[src/rtl/banco_registradores.sv]
// banco_registradores: 8-entry register file with a one-entry write-back buffer
// and registered, fully forwarded read ports.
//   Clock             : single clock, rising edge
//   Reset             : synchronous, active-high; clears array, buffer and outputs
//   EscritaHabilitada : write request
//   EnderecoEscrita   : write address
//   DadoEscrita       : write data
//   EnderecoLeitura1/2: read addresses
//   DadoLeitura1/2    : registered read data (1-cycle latency)
//   EscritaPendente   : write-back buffer holds an uncommitted write
module banco_registradores #(
  parameter int unsigned LARGURA = 16,
  parameter bit          R0_ZERO = 1'b1
) (
  input  logic               Clock,
  input  logic               Reset,
  input  logic               EscritaHabilitada,
  input  logic [2:0]         EnderecoEscrita,
  input  logic [LARGURA-1:0] DadoEscrita,
  input  logic [2:0]         EnderecoLeitura1,
  input  logic [2:0]         EnderecoLeitura2,
  output logic [LARGURA-1:0] DadoLeitura1,
  output logic [LARGURA-1:0] DadoLeitura2,
  output logic               EscritaPendente
);

  localparam int unsigned NUM_REGS = 8;
  localparam int unsigned NUM_PORTAS = 2;

  logic [LARGURA-1:0] regs [NUM_REGS];
  logic               wb_valido;
  logic [2:0]         wb_end;
  logic [LARGURA-1:0] wb_dado;

  logic               aceita_c;
  logic [2:0]         end_leitura [NUM_PORTAS];
  logic [LARGURA-1:0] leitura_c   [NUM_PORTAS];

  // Writes to register 0 are dropped when it is hard-wired to zero.
  assign aceita_c = EscritaHabilitada & ~(R0_ZERO & (EnderecoEscrita == 3'd0));

  assign end_leitura[0] = EnderecoLeitura1;
  assign end_leitura[1] = EnderecoLeitura2;

  // Read priority, lowest first so later assignments win:
  // array < write-back buffer < same-cycle write < hard-wired zero.
  always_comb begin
    for (int p = 0; p < NUM_PORTAS; p++) begin
      leitura_c[p] = regs[end_leitura[p]];
      if (wb_valido && (wb_end == end_leitura[p])) begin
        leitura_c[p] = wb_dado;
      end
      if (aceita_c && (EnderecoEscrita == end_leitura[p])) begin
        leitura_c[p] = DadoEscrita;
      end
      if (R0_ZERO && (end_leitura[p] == 3'd0)) begin
        leitura_c[p] = '0;
      end
    end
  end

  // Buffer accept, array commit and read registers share the same edge.
  always_ff @(posedge Clock) begin
    if (Reset) begin
      for (int i = 0; i < NUM_REGS; i++) begin
        regs[i] <= '0;
      end
      wb_valido    <= 1'b0;
      wb_end       <= 3'd0;
      wb_dado      <= '0;
      DadoLeitura1 <= '0;
      DadoLeitura2 <= '0;
    end else begin
      if (wb_valido) begin
        regs[wb_end] <= wb_dado;
      end
      wb_valido    <= aceita_c;
      wb_end       <= EnderecoEscrita;
      wb_dado      <= DadoEscrita;
      DadoLeitura1 <= leitura_c[0];
      DadoLeitura2 <= leitura_c[1];
    end
  end

  assign EscritaPendente = wb_valido;

endmodule
[config.mk]
export PLATFORM = sky130hd
export DESIGN_NAME = banco_registradores
export DESIGN_NICKNAME = d
export VERILOG_FILES = /design/src/rtl/banco_registradores.sv
export SDC_FILE = /design/constraint.sdc
export NUM_CORES = 1
export LEC_CHECK = 0
export CAP_MARGIN = 0
export CELL_PAD_IN_SITES_DETAIL_PLACEMENT = 2
export CELL_PAD_IN_SITES_GLOBAL_PLACEMENT = 2
export CORE_ASPECT_RATIO = 0.7
export CORE_MARGIN = 1.5
export CORE_UTILIZATION = 44
export CTS_CLUSTER_SIZE = 28
export DETAILED_ROUTE_END_ITERATION = 12
export PLACE_DENSITY = 0.93
export SLEW_MARGIN = 10
export SYNTH_ARGS = -nofsm -noshare
export SYNTH_HDL_FRONTEND = slang
export SYNTH_SLANG_ARGS = --single-unit
export TNS_END_PERCENT = 10
[constraint.sdc]
create_clock -name Clock -period 5.7 [get_ports Clock]
set_clock_uncertainty 0.15 [all_clocks]
set_input_delay 1.71 -clock Clock [delete_from_list [all_inputs] [get_ports Clock]]
set_output_delay 1.71 -clock Clock [all_outputs]
set_load 0.02 [all_outputs]
==> impl_metrics.yaml, run 1 <==
placed_design:
  post-dp-hpwl_um: 22800
  portBuffers: 60
  post-place-ws_ns: 1.17
  gp_congestion: 0.824
clock_tree:
  numCtsBuffers: 17
  cts_hold_buf: 0
  clk_pin_slew_ns: 0.08
  cts_root_buffer: "clkbuf_16"
  cts.sinks: 180
  htree_levels: 4
  clk_latency_ns: 0.45
  clockBufferDepth: 2
  cts-resized-gates: 0
  cts_tree: "built"
  postCtsSetupBuffers: 0
run:
  maxCapViolations: 0
synthesis:
  synth-edff-count: 128
  synth.yosys.seq_area_share: 0.547
  ys_ff_latch: 180
  async_reset_ff_frac: 0
  synth_cell_type_count: 39
  syn_avg_cell_area_um2: 12.5
  synth_top_area_frac: 0.430
  syn_area_um2: 8930
  yosys-top-cells-area: "edfxtp_1, dfxtp_1, and2_1"
  synth_cells: 715
  yosysTopAreaCell: "edfxtp_1"
  yosysWarnings: 0
  synth_flop_cell: "edfxtp_1"
  synth_nets: 743
critical_path:
  critical_path_class: "in2reg"
  startpoint_type: "primary input"
  critical_path.endpoint_type: "register"
  cp.arrival_ns: 4.38
  critPathMaxFanout: 26
  required_ns: 5.85
  reg2reg_slack_ns: 2.97
cells_and_area:
  area_growth_pct: 14.8
  nNetsFinal: 787
  mostFrequentLayoutCells: "and2_1, edfxtp_1, nor2_1"
  drive_above_1_share: 0.168
  fill_cells: 1854
  insertedDiodeCount: 0
  final_common_cell: "and2_1"
grt:
  busiest_layer: "met2"
  grtUsageMet3: 0.0824
  grt_overflow_total: 0
  gr-usage-met2: 0.589
  grt.total_usage: 0.341
  grt_max_degree: 47
  grt_pass1_wl_um: 51000
  antenna_found_initial: 1
  grt_pass1_vias: 7279
  grt_util_met1: 0.423
sta:
  finalCriticalPeriod_ns: 4.23
  setup_violations: 0
  slew_viol_final: 0
  worst_pin_slew_ns: 1.07
  min_period_over_period: 0.741
  worst_hold_slack_ns: 0.609
  fin_setup_tns_ns: 0
  slew_headroom: 0.283
  rsz0062_at_grt: "no"
  timing_hold_violations_final: 0
  setup_ws_ns: 1.47
  fmax_ghz: 0.237
die:
  dieArea_um2: 21200
  die_y_um: 122
  initial_utilization: 0.450
  coreArea_um2: 19900
  ios: 61
  rows: 43
  fp.dieW_um: 173
hold_path:
  min_path_type: "reg2reg"
power:
  p_leak_nw: 3.74
  powerDensity_nw_per_um2: 296
  irDropWorstVdd_mv: 0.206
drt:
  route.detailed.drc: 0
  drt_pass1_iterations: 5
  via_count: 6767
  dr.first_iter.drc_count: 766
  post_drt_wl_per_cell_um: 33.5
  wl_um: 34900
  vias_per_cell: 6.49
  drtAntennaViolNets: 0
run_status:
  status: "finished, final reports clean"
-- path summary, 6_finish.rpt --
path,startpoint,to,cells after the start
setup / recovery,EnderecoLeitura2[2],DadoLeitura2[14],7
hold / removal,wb_dado[14],DadoLeitura1[14],2
setup reg to reg,wb_end[0],DadoLeitura2[14],5
hold reg to reg,wb_dado[14],DadoLeitura1[14],2
-- registers in the layout (all words and copies together), names as in the netlist --
| name | count |
|---|---|
| DadoLeitura1 | 16 |
| EscritaPendente | 1 |
| wb_end | 3 |
| regs | 128 |
| DadoLeitura2 | 16 |
| wb_dado | 16 |
-- where the power goes --
group	switching, W	total (W)	internal, W
sequential	0.0000577	0.00151	0.00145
combinational	0.000220	0.000366	0.000146
clock	0.000584	0.00116	0.000574
total	0.000862	0.00303	0.00217
-- layer usage --
layer / vias up / wire, µm / part of all wire
met5: - / 0 / 0
met4: 0 / 727 / 0.021
met3: 72 / 2940 / 0.084
met2: 368 / 17300 / 0.50
met1: 3586 / 13900 / 0.40
li1: 2741 / - / -
-- per-stage QoR --
step / total power, W / utilization / instance area (µm²) / instances
CTS: 0.00302 / 0.517 / 10300 / 1042
global route: 0.00309 / 0.517 / 10300 / 1042
global placement: 0.00184 / 0.489 / 9710 / 1010
floorplan: 0.00171 / - / 8930 / 715
detailed placement: 0.00188 / 0.489 / 9710 / 1010
finish: 0.00303 / 0.517 / 10300 / 1042
-- Yosys cell counts (2+ instances only) --
library cell / count
a211oi_1: 49
clkbuf_1: 17
mux4_2: 32
or3b_1: 2
o211ai_1: 2
a2111oi_0: 16
nor3_1: 10
edfxtp_1: 128
and2_1: 129
or2_1: 2
nor2_1: 60
and3_1: 2
nor2b_1: 46
buf_4: 4
buf_6: 2
o22ai_1: 15
buf_1: 3
a21oi_1: 22
dfxtp_1: 52
mux2_2: 32
nand2b_1: 3
buf_2: 26
xnor2_1: 10
mux2i_1: 17
or2_2: 8
a221o_1: 9
nand2_1: 5
-- critical path: stages --
cell and delay [ns]:
clkdlybuf4s50_1 0.46, buf_4 0.32, xnor2_1 0.19, and4_1 0.95, nor3_1 0.25, a21oi_1 0.34, a211oi_1 0.14
-- area by class of cell --
class,count,area [µm²],share of cell area
Clock inverter,14,118,0.0115
Timing Repair Buffer,81,743,0.0725
Sequential cell,180,4880,0.476
Tap cell,270,338,0.0329
Multi-Input combinational cell,479,3740,0.365
Clock buffer,18,429,0.0418
-- cell families after synthesis --
kind of cell / count (synthesis) / synth area share
xor gates and xnor gates: 10 / 0.00980
AOI/OAI and AO/OA: 113 / 0.0915
buffers and inverters: 56 / 0.0342
and+or+nand+nor: 274 / 0.175
DFF: 180 / 0.547
muxes: 82 / 0.143
(Power assumes the default switching activity.)
==> run 2, diff against run 1 <==
- CORE_UTILIZATION: 44 -> 37
- PLACE_DENSITY: 0.93 -> 0.84
- clock period: 5.7 -> 3.7 ns (I/O delays scaled with it)
==> impl_metrics.yaml, run 2 (synthesis results as in run 1) <==
run_status:
  status: "finished, final reports clean"
cells_and_area:
  mostFrequentLayoutCells: "and2_1, edfxtp_1, nor2_1"
  regMostFlops: "regs"
  nNetsFinal: 791
  final_common_cell: "and2_1"
  drive_above_1_share: 0.173
  area_growth_pct: 16.2
  largest_register_ffs: 128
clock_tree:
  numCtsBuffers: 17
  cts_root_buffer: "clkbuf_16"
  clk_pin_slew_ns: 0.07
  clockBufferDepth: 2
  cts-resized-gates: 0
  cts.sinks: 180
  cts_hold_buf: 0
  htree_levels: 4
  clk_latency_ns: 0.45
  cts_tree: "built"
  postCtsSetupBuffers: 0
sta:
  timing_hold_violations_final: 0
  slew_viol_final: 0
  setup_ws_ns: 0.165
  worst_hold_slack_ns: 0.598
  worst_pin_slew_ns: 1.15
  finalCriticalPeriod_ns: 3.53
  fin_setup_tns_ns: 0
  rsz0062_at_grt: "no"
  slew_headroom: 0.217
  min_period_over_period: 0.955
  setup_violations: 0
  fmax_ghz: 0.283
hold_path:
  min_path_type: "reg2reg"
  hold_depth: 2
power:
  irDropWorstVdd_mv: 0.293
  p_leak_nw: 3.78
  powerDensity_nw_per_um2: 446
die:
  rows: 47
  fp.dieW_um: 189
  initial_utilization: 0.378
  ios: 61
  die_y_um: 133
  dieArea_um2: 25100
  coreArea_um2: 23600
placed_design:
  post-dp-hpwl_um: 21500
  portBuffers: 60
  gp_congestion: 0.861
  post-place-ws_ns: -0.210
critical_path:
  cp_slowest_cell: "a2111oi_0"
  startpoint_type: "primary input"
  reg2reg_depth: 5
  critPathMaxFanout: 32
  critical_path_class: "in2reg"
  cp.arrival_ns: 3.74
  cpPeakStageDelay_ns: 1.00
  critical_path.endpoint_type: "register"
  required_ns: 3.91
  worstPathCellList: "clkdlybuf4s50_1, buf_4, xnor2_1, and4_4, a2111oi_0, a21oi_1, a211oi_1"
grt:
  antenna_found_initial: 2
  grt_pass1_wl_um: 46800
  grt_overflow_total: 0
  grt.total_usage: 0.257
  grt_max_degree: 52
  grt_pass1_vias: 7080
drt:
  vias_per_cell: 5.86
  route.detailed.drc: 0
  dr.first_iter.drc_count: 580
  via_count: 6418
  drt_pass1_iterations: 5
  drtAntennaViolNets: 0
  post_drt_wl_per_cell_um: 28.6
  wl_um: 31300
run:
  maxCapViolations: 0
-- run 2: worst max-delay path: cells and delay by family --
family,cells,cell delay (ns)
buffers and inverters,2,0.80
AO/OA/AOI/OAI,3,1.37
AND/OR/NAND/NOR,1,0.31
XOR/XNOR,1,0.13
-- run 2: layout make-up --
| type | instances | area, µm² |
|---|---|---|
| fill | 2328 | 13300 |
| sequential | 180 | 4880 |
| multi-input combinational | 479 | 3740 |
| timing repair buffer | 85 | 798 |
| clock buffer | 19 | 443 |
| tap | 318 | 398 |
| clock inverter | 13 | 108 |
| antenna | 1 | 2.50 |
-- run 2: report_power, final --
group	switching, W	internal (W)	total [W]
clock	0.000866	0.000902	0.00177
combinational	0.000316	0.000228	0.000543
sequential	0.0000798	0.00223	0.00231
total	0.00126	0.00337	0.00463
-- run 2: final timing paths --
kind	endpoint	slack, ns	startpoint
worst max-delay path	DadoLeitura1[9]	0.17	EnderecoLeitura1[1]
worst min-delay path	DadoLeitura1[13]	0.60	wb_dado[13]
worst max register to register	DadoLeitura1[9]	1.07	wb_end[1]
worst min register to register	DadoLeitura1[13]	0.60	wb_dado[13]
-- run 2: routing by layer --
layer  up-vias  track usage  share of wire  wire length (µm)
met1      3350        0.337           0.44             13700
met5         -            0        0.00061                19
met2       259        0.418           0.47             14900
li1       2758            -              -                 -
met3        49       0.0631          0.070              2180
met4         2       0.0833          0.019               589
-- run 2: through the flow --
| step | power [W] | std cells | utilization | instance area, µm² |
|---|---|---|---|---|
| 3_3_place_gp | 0.00285 | 1062 | 0.416 | 9820 |
| 3_5_place_dp | 0.00289 | 1062 | 0.416 | 9820 |
| 5_1_grt | 0.00475 | 1094 | 0.439 | 10400 |
| 2_1_floorplan | 0.00263 | 715 | - | 8930 |
| 6_report | 0.00463 | 1095 | 0.439 | 10400 |
| 4_1_cts | 0.00464 | 1094 | 0.439 | 10400 |
==> run 3, diff against run 2 <==
- CORE_MARGIN: 1.5 -> 4
==> impl_metrics.yaml, run 3 (synthesis results as in run 1) <==
run_status:
  status: "finished, final reports clean"
sta:
  worst_pin_slew_ns: 0.939
  min_period_over_period: 0.884
  rsz0062_at_grt: "no"
  setup_violations: 0
  finalCriticalPeriod_ns: 3.27
  timing_hold_violations_final: 0
  slew_headroom: 0.373
  worst_hold_slack_ns: 0.564
  fmax_ghz: 0.306
  setup_ws_ns: 0.429
  slew_viol_final: 0
placed_design:
  post-place-ws_ns: 0.0276
  gp_congestion: 0.813
  post-dp-hpwl_um: 21900
  portBuffers: 60
  dp_cells: 1070
grt:
  grt_pass1_wl_um: 46400
  grt_overflow_total: 0
  grt_max_degree: 51
  grt.total_usage: 0.236
  antenna_found_initial: 0
  grt_pass1_vias: 6964
clock_tree:
  cts_hold_buf: 0
  clockBufferDepth: 2
  postCtsSetupBuffers: 0
  numCtsBuffers: 17
  cts.sinks: 180
  cts_tree: "built"
  clk_pin_slew_ns: 0.07
  cts-resized-gates: 0
  htree_levels: 4
  clk_latency_ns: 0.44
  cts_root_buffer: "clkbuf_16"
die:
  die_y_um: 138
  rows: 47
  fp.dieW_um: 194
  ios: 61
  coreArea_um2: 23700
  dieArea_um2: 26700
  initial_utilization: 0.377
power:
  powerDensity_nw_per_um2: 441
  irDropWorstVdd_mv: 0.288
  p_leak_nw: 3.80
  power_w: 0.00460
critical_path:
  critical_path_class: "in2reg"
  required_ns: 3.88
  cpPeakStageDelay_ns: 0.62
  crit_path_frequent_cell: "buf_4"
  startpoint_type: "primary input"
  critical_path.endpoint_type: "register"
  cp_slowest_cell: "a2111oi_0"
  critPathMaxFanout: 19
  cp.arrival_ns: 3.45
  worstPathCellList: "clkdlybuf4s50_1, buf_4, xnor2_1, and4_4, a2111oi_0, buf_4, a21oi_1, a211oi_1"
cells_and_area:
  insertedDiodeCount: 0
  largest_register_ffs: 128
  mostFrequentLayoutCells: "and2_1, edfxtp_1, nor2_1"
  multi_input_area_um2: 3740
  stdcell_count: 1102
  regArea_um2: 4880
  drive_above_1_share: 0.180
  nNetsFinal: 799
  regMostFlops: "regs"
  fill_cells: 2315
  utilization: 0.441
  area_growth_pct: 16.9
  final_common_cell: "and2_1"
drt:
  via_count: 6505
  dr.first_iter.drc_count: 811
  drt_pass1_iterations: 5
  post_drt_wl_per_cell_um: 28.7
  vias_per_cell: 5.90
  route.detailed.drc: 0
  wl_um: 31600
  drtAntennaViolNets: 0
run:
  maxCapViolations: 0
hold_path:
  min_path_type: "reg2reg"
-- run 3: cell types whose count changed in the layout (fill, tap and decap cells not counted), sizes merged, moves of 5 or more --
cell,before,now
buf,28,36
clkinvlp,0,5
clkinv,1,6
inv,12,2
-- run 3: routing by layer --
metal	track usage	up-vias	share of wire
met1	0.311	3407	0.43
met3	0.0573	36	0.084
li1	-	2769	-
met4	0.0653	0	0.014
met2	0.396	293	0.48
met5	0	-	0
-- run 3: area by class of cell --
class                      instances  share of cell area
tap                              318              0.0381
clock inverter                    14              0.0108
clock buffer                      18              0.0411
timing repair buffer              93              0.0834
multi-input combinational        479               0.359
sequential                       180               0.468
-- run 3: worst max-delay path, delay by kind of cell --
kind / cells / cell delay, ns
AO/OA/AOI/OAI: 3 / 0.97
XOR/XNOR: 1 / 0.13
AND/OR/NAND/NOR: 1 / 0.27
buffers and inverters: 3 / 0.97
-- run 3: metrics by stage --
stage / TNS (ns) / instance area [µm²]
3_5_place_dp: 0 / 9900
2_1_floorplan: 0 / 8930
6_report: 0 / 10400
5_1_grt: 0 / 10400
4_1_cts: 0 / 10400
3_3_place_gp: -0.00930 / 9900
-- run 3: worst paths after layout --
check,startpoint,endpoint,slack (ns),cells after the start
max,EnderecoLeitura1[1],DadoLeitura1[3],0.43,8
min,wb_dado[13],DadoLeitura1[13],0.56,2
max reg2reg,wb_end[0],DadoLeitura1[3],1.29,6
min reg2reg,wb_dado[13],DadoLeitura1[13],0.56,2
-- run 3: power breakdown --
part           internal, W  switching (W)  total (W)
registers          0.00224      0.0000788    0.00231
clock network     0.000920       0.000807    0.00173
logic             0.000237       0.000323   0.000560
==> variant 1, RTL diff (flow settings as in run 3) <==
The parameter `LARGURA` goes from 16 to 17.
--- a/src/rtl/banco_registradores.sv
+++ b/src/rtl/banco_registradores.sv
@@ -9,7 +9,7 @@
 //   DadoLeitura1/2    : registered read data (1-cycle latency)
 //   EscritaPendente   : write-back buffer holds an uncommitted write
 module banco_registradores #(
-  parameter int unsigned LARGURA = 16,
+  parameter int unsigned LARGURA = 17,
   parameter bit          R0_ZERO = 1'b1
 ) (
   input  logic               Clock,
Ports: changed (resized DadoEscrita, DadoLeitura1 and DadoLeitura2); port bits go from 61 to 64. The function was not compared with the original's and may differ.
==> variant 1 against run 3 <==
  * Final area rose by 7.0%
  * Synthesized cell count rose by 7.3%
  * Utilization fell by 0.55 points
  * Sequential share of layout area fell by 0.39 points
  * First-iteration DRC count fell by 13%
  * Sequential cell count rose by 11
  * Area after synthesis rose by 8.1%
  * Worst setup slack improved by 0.15 ns
  * Routed wire length rose by 6.7%
  * Total power rose by 8.1%
  * Sequential power rose by 6%
  * Worst hold slack improved by 0.055 ns
  * Via count rose by 5.3%
==> variant 1: results (changes against run 3) <==
top sig layer=met5; worst vdd ir=0.2320 mV (-19%); Synth Net Count=796 (+7.1%); library cells used by synthesis=42 (+7.7%); met3 wire length=2830 um (+6.2%); Total GRT Usage=23.55% (-0.087 points); status=finished clean; initial antenna violation count=2 (+2); Post-Route WL=33,760 um (+6.7%); commonest cells in the netlist=and2_1, edfxtp_1, nor2_1, dfxtp_1, a211oi_1; largest cells by area after synthesis=edfxtp_1, dfxtp_1, and2_1; pin count of the biggest net entering global routing=35 (-31%); hpwl dp=22,510 um (+2.9%); Seq/Total Area, Yosys=53.72% (-0.97 points); met3 Use GR=5.471% (-0.26 points); vias in the first global route=7,460 (+7.1%); hold_sp=wb_dado[3]; drt via density=5.916 (+0.23%); WP data arrival=3.31 ns (-0.14 ns); Starting DRT DRC Count=707 (-13%); r2r startpoint=wb_end[1]; PortBufs=63 (+5.0%); layout cells sized above 1=17.78% (-0.21 points); WHS Endpoint=DadoLeitura1[3]; delay-heaviest family, CP=compound AO/OA/AOI/OAI gates; max FFs per register=136 (+6.3%); Slowest-stage cell, CP=clkdlybuf4s50_1; EDFF count, synth=136 (+6.3%); Worst path max stage delay=0.55 ns (-0.07 ns); worst reg-to-reg setup slack=1.38 ns (+0.09 ns); worst relative slew slack=58.09% (+21 points); gpl congestion=0.7899 (-2.8%); hold_ws=0.6197 ns (+0.05528 ns); Metal-1 WL=14,660 um (+8.5%)
-- variant 1: changes by cell type after synthesis, sizes merged, moves of 5 or more --
cell           run 3  this run
a22oi              0        11
nand2b             3        14
nand3              0        11
o21ai              0        11
o22ai             15         5
a221o              9         0
and2             129       137
edfxtp           128       136
nor2b             46        39
buf               37        42
-- variant 1: cell type report --
class                           instances  area (um2)
Clock inverter                         15       173.9
Clock buffer                           17       425.4
Timing Repair Buffer                   89       875.8
Tap cell                              331       414.1
Multi-Input combinational cell        515        4101
Fill cell                            2531       14510
Sequential cell                       191        5185
-- variant 1: kinds of logic (layout without fill, tap and decap cells) --
kind of cell	count (synthesis)	in the layout	synth area share [%]
buffers and inverters	61	121	3.785
XOR/XNOR	10	10	0.9074
multiplexers	87	87	14.43
flip-flops	191	191	53.72
AND/OR/NAND/NOR	298	298	17.54
AO/OA/AOI/OAI	120	120	9.619
-- variant 1: worst reg2reg max path, cell delays in order, from the launching register on --
cell       delay, ns
dfxtp_1         0.55
xnor2_1         0.14
and4_1          0.22
buf_12          0.19
a2111oi_0       0.58
a21oi_1         0.12
a211oi_1        0.27
-- variant 1: metrics by stage --
step | area (um2) | setup slack (ns) | instances | power, uW
after global routing | 11180 | 0.4239 | 1158 | 5125
final | 11180 | 0.5826 | 1158 | 4975
after detailed placement | 10580 | 0.1731 | 1126 | 3084
after floorplan | 9652 | 0.9668 | 767 | 2810
after CTS | 11180 | 0.6454 | 1158 | 4991
after global placement | 10580 | 0.3428 | 1126 | 3052
-- variant 1: where the power goes --
group	internal, uW	total, uW	switching (uW)
combinational	249	592	343
clock	1020	1930	907
sequential	2370	2460	84.6
==> variant 2, RTL diff (settings of run 3) <==
Made on the original files. Put one more register stage on the output `DadoLeitura2`, without a reset. The value now appears one clock later. The other outputs are not delayed to match.
--- a/src/rtl/banco_registradores.sv
+++ b/src/rtl/banco_registradores.sv
@@ -26,6 +26,8 @@
 
   localparam int unsigned NUM_REGS = 8;
   localparam int unsigned NUM_PORTAS = 2;
+
+  logic [LARGURA-1:0] DadoLeitura2_s0;
 
   logic [LARGURA-1:0] regs [NUM_REGS];
   logic               wb_valido;
@@ -69,7 +71,7 @@
       wb_end       <= 3'd0;
       wb_dado      <= '0;
       DadoLeitura1 <= '0;
-      DadoLeitura2 <= '0;
+      DadoLeitura2_s0 <= '0;
     end else begin
       if (wb_valido) begin
         regs[wb_end] <= wb_dado;
@@ -78,10 +80,14 @@
       wb_end       <= EnderecoEscrita;
       wb_dado      <= DadoEscrita;
       DadoLeitura1 <= leitura_c[0];
-      DadoLeitura2 <= leitura_c[1];
+      DadoLeitura2_s0 <= leitura_c[1];
     end
   end
 
   assign EscritaPendente = wb_valido;
 
+  always_ff @(posedge Clock) begin
+    DadoLeitura2 <= DadoLeitura2_s0;
+  end
+
 endmodule
Check against the original RTL: not equivalent (Yosys sat finds a counterexample within 4 cycles, from zero or initial values and one cycle with Reset high).
==> variant 2 against run 3 <==
  * Fmax rose by 4.0%
  * Clock power rose by 8%
  * Routed wire length fell by 1.2%
  * Final cell count rose by 1.8%
  * Area after synthesis rose by 3.6%
  * Total power rose by 7.1%
  * Sequential cell count rose by 16
  * Sequential share of layout area rose by 1.4 points
  * Worst setup slack improved by 0.12 ns
  * Utilization fell by 0.23 points
  * Final area rose by 3.4%
  * Global-route usage fell by 1.0 points
  * Critical path type unchanged
  * Highest routed layer unchanged
==> variant 2: results (changes against run 3) <==
GR Util met2=34.89% (-4.7 points); Seq/Total Area, Yosys=56.24% (+1.6 points); PortBufs=60 (unchanged); area post-placement=10,210 um2 (+3.1%); WP data arrival=3.33 ns (-0.12 ns); status=finished clean; Critical Path Fanout Max=18 (-1); library cells used by synthesis=40 (+2.6%); P_leak=0.003952 uW (+4.0%); worst vdd ir=0.3144 mV (+9.2%); pin count of the biggest net entering global routing=43 (-16%); Slowest-stage cell, CP=clkdlybuf4s50_1; fill count=2,433 (+5.1%); hold_sp=DadoLeitura2_s0[9]; DR vias=6,544 (+0.60%); Post-Synthesis Cells=731 (+2.2%); worst relative slew slack=39.59% (+2.3 points); largest cells by area after synthesis=edfxtp_1, dfxtp_1, and2_1; Nets=812 (+1.6%); post_cts resized=0 (unchanged); Synth Net Count=759 (+2.2%); met1 Track Usage GR=33.79% (+2.7 points); DR WL/cell=27.85 um (-3.0%); drt via density=5.832 (-1.2%); met3 Use GR=4.713% (-1.0 points); Starting DRT DRC Count=689 (-15%); commonest cells in the netlist=and2_1, edfxtp_1, dfxtp_1, nor2_1, a211oi_1; gpl congestion=0.8175 (+0.62%); first-pass GRT wire length=46,690 um (+0.55%); Worst path max stage delay=0.65 ns (+0.03 ns); Total GRT Usage=22.65% (-1.0 points); layout cells sized above 1=17.82% (-0.17 points)
==> variant 2: where the power goes <==
| part | internal [uW] | switching, uW | total (uW) |
|---|---|---|---|
| registers | 2420 | 82.7 | 2500 |
| logic | 235 | 319 | 554 |
| clock network | 909 | 963 | 1870 |
| total | 3560 | 1370 | 4930 |
==> variant 2: logic make-up (layout without fill, tap and decap cells) <==
group | count (synthesis) | count (layout) | synth area share [%]
AOI/OAI and AO/OA | 113 | 113 | 8.882
xor gates and xnor gates | 10 | 10 | 0.9463
muxes | 82 | 82 | 13.80
buffers and inverters | 56 | 122 | 3.271
DFF | 196 | 196 | 56.24
and+or+nand+nor | 274 | 274 | 16.86
==> variant 2: final cells by class <==
cell class	instances	area [um2]	share of cell area, %
Clock buffer	17	425.4	3.943
Clock inverter	15	152.6	1.415
Multi-Input combinational cell	479	3750	34.75
Timing Repair Buffer	90	850.8	7.885
Tap cell	325	406.6	3.769
Sequential cell	196	5205	48.24
==> variant 2: path summary, 6_finish.rpt <==
kind / to / cells after the start / slack (ns)
min reg2reg: DadoLeitura2[9] / 0 / 0.18
max reg2reg: DadoLeitura1[7] / 6 / 1.33
max: DadoLeitura1[7] / 8 / 0.55
min: DadoLeitura2[9] / 0 / 0.18
==> variant 2: per-layer routing <==
layer	routed length, um	vias to the layer above
met5	0	-
met4	238	0
met3	2343	21
met2	14100	288
met1	14570	3427
li1	-	2808
==> variant 2: stage by stage <==
step / power [uW] / utilization, % / hold WS, ns
2_1_floorplan: 2824 / - / 0.1596
3_3_place_gp: 3063 / 41.46 / 0.1597
3_5_place_dp: 3095 / 41.46 / 0.1632
4_1_cts: 4949 / 43.81 / 0.1813
5_1_grt: 5090 / 43.82 / 0.1860
6_report: 4929 / 43.82 / 0.1808
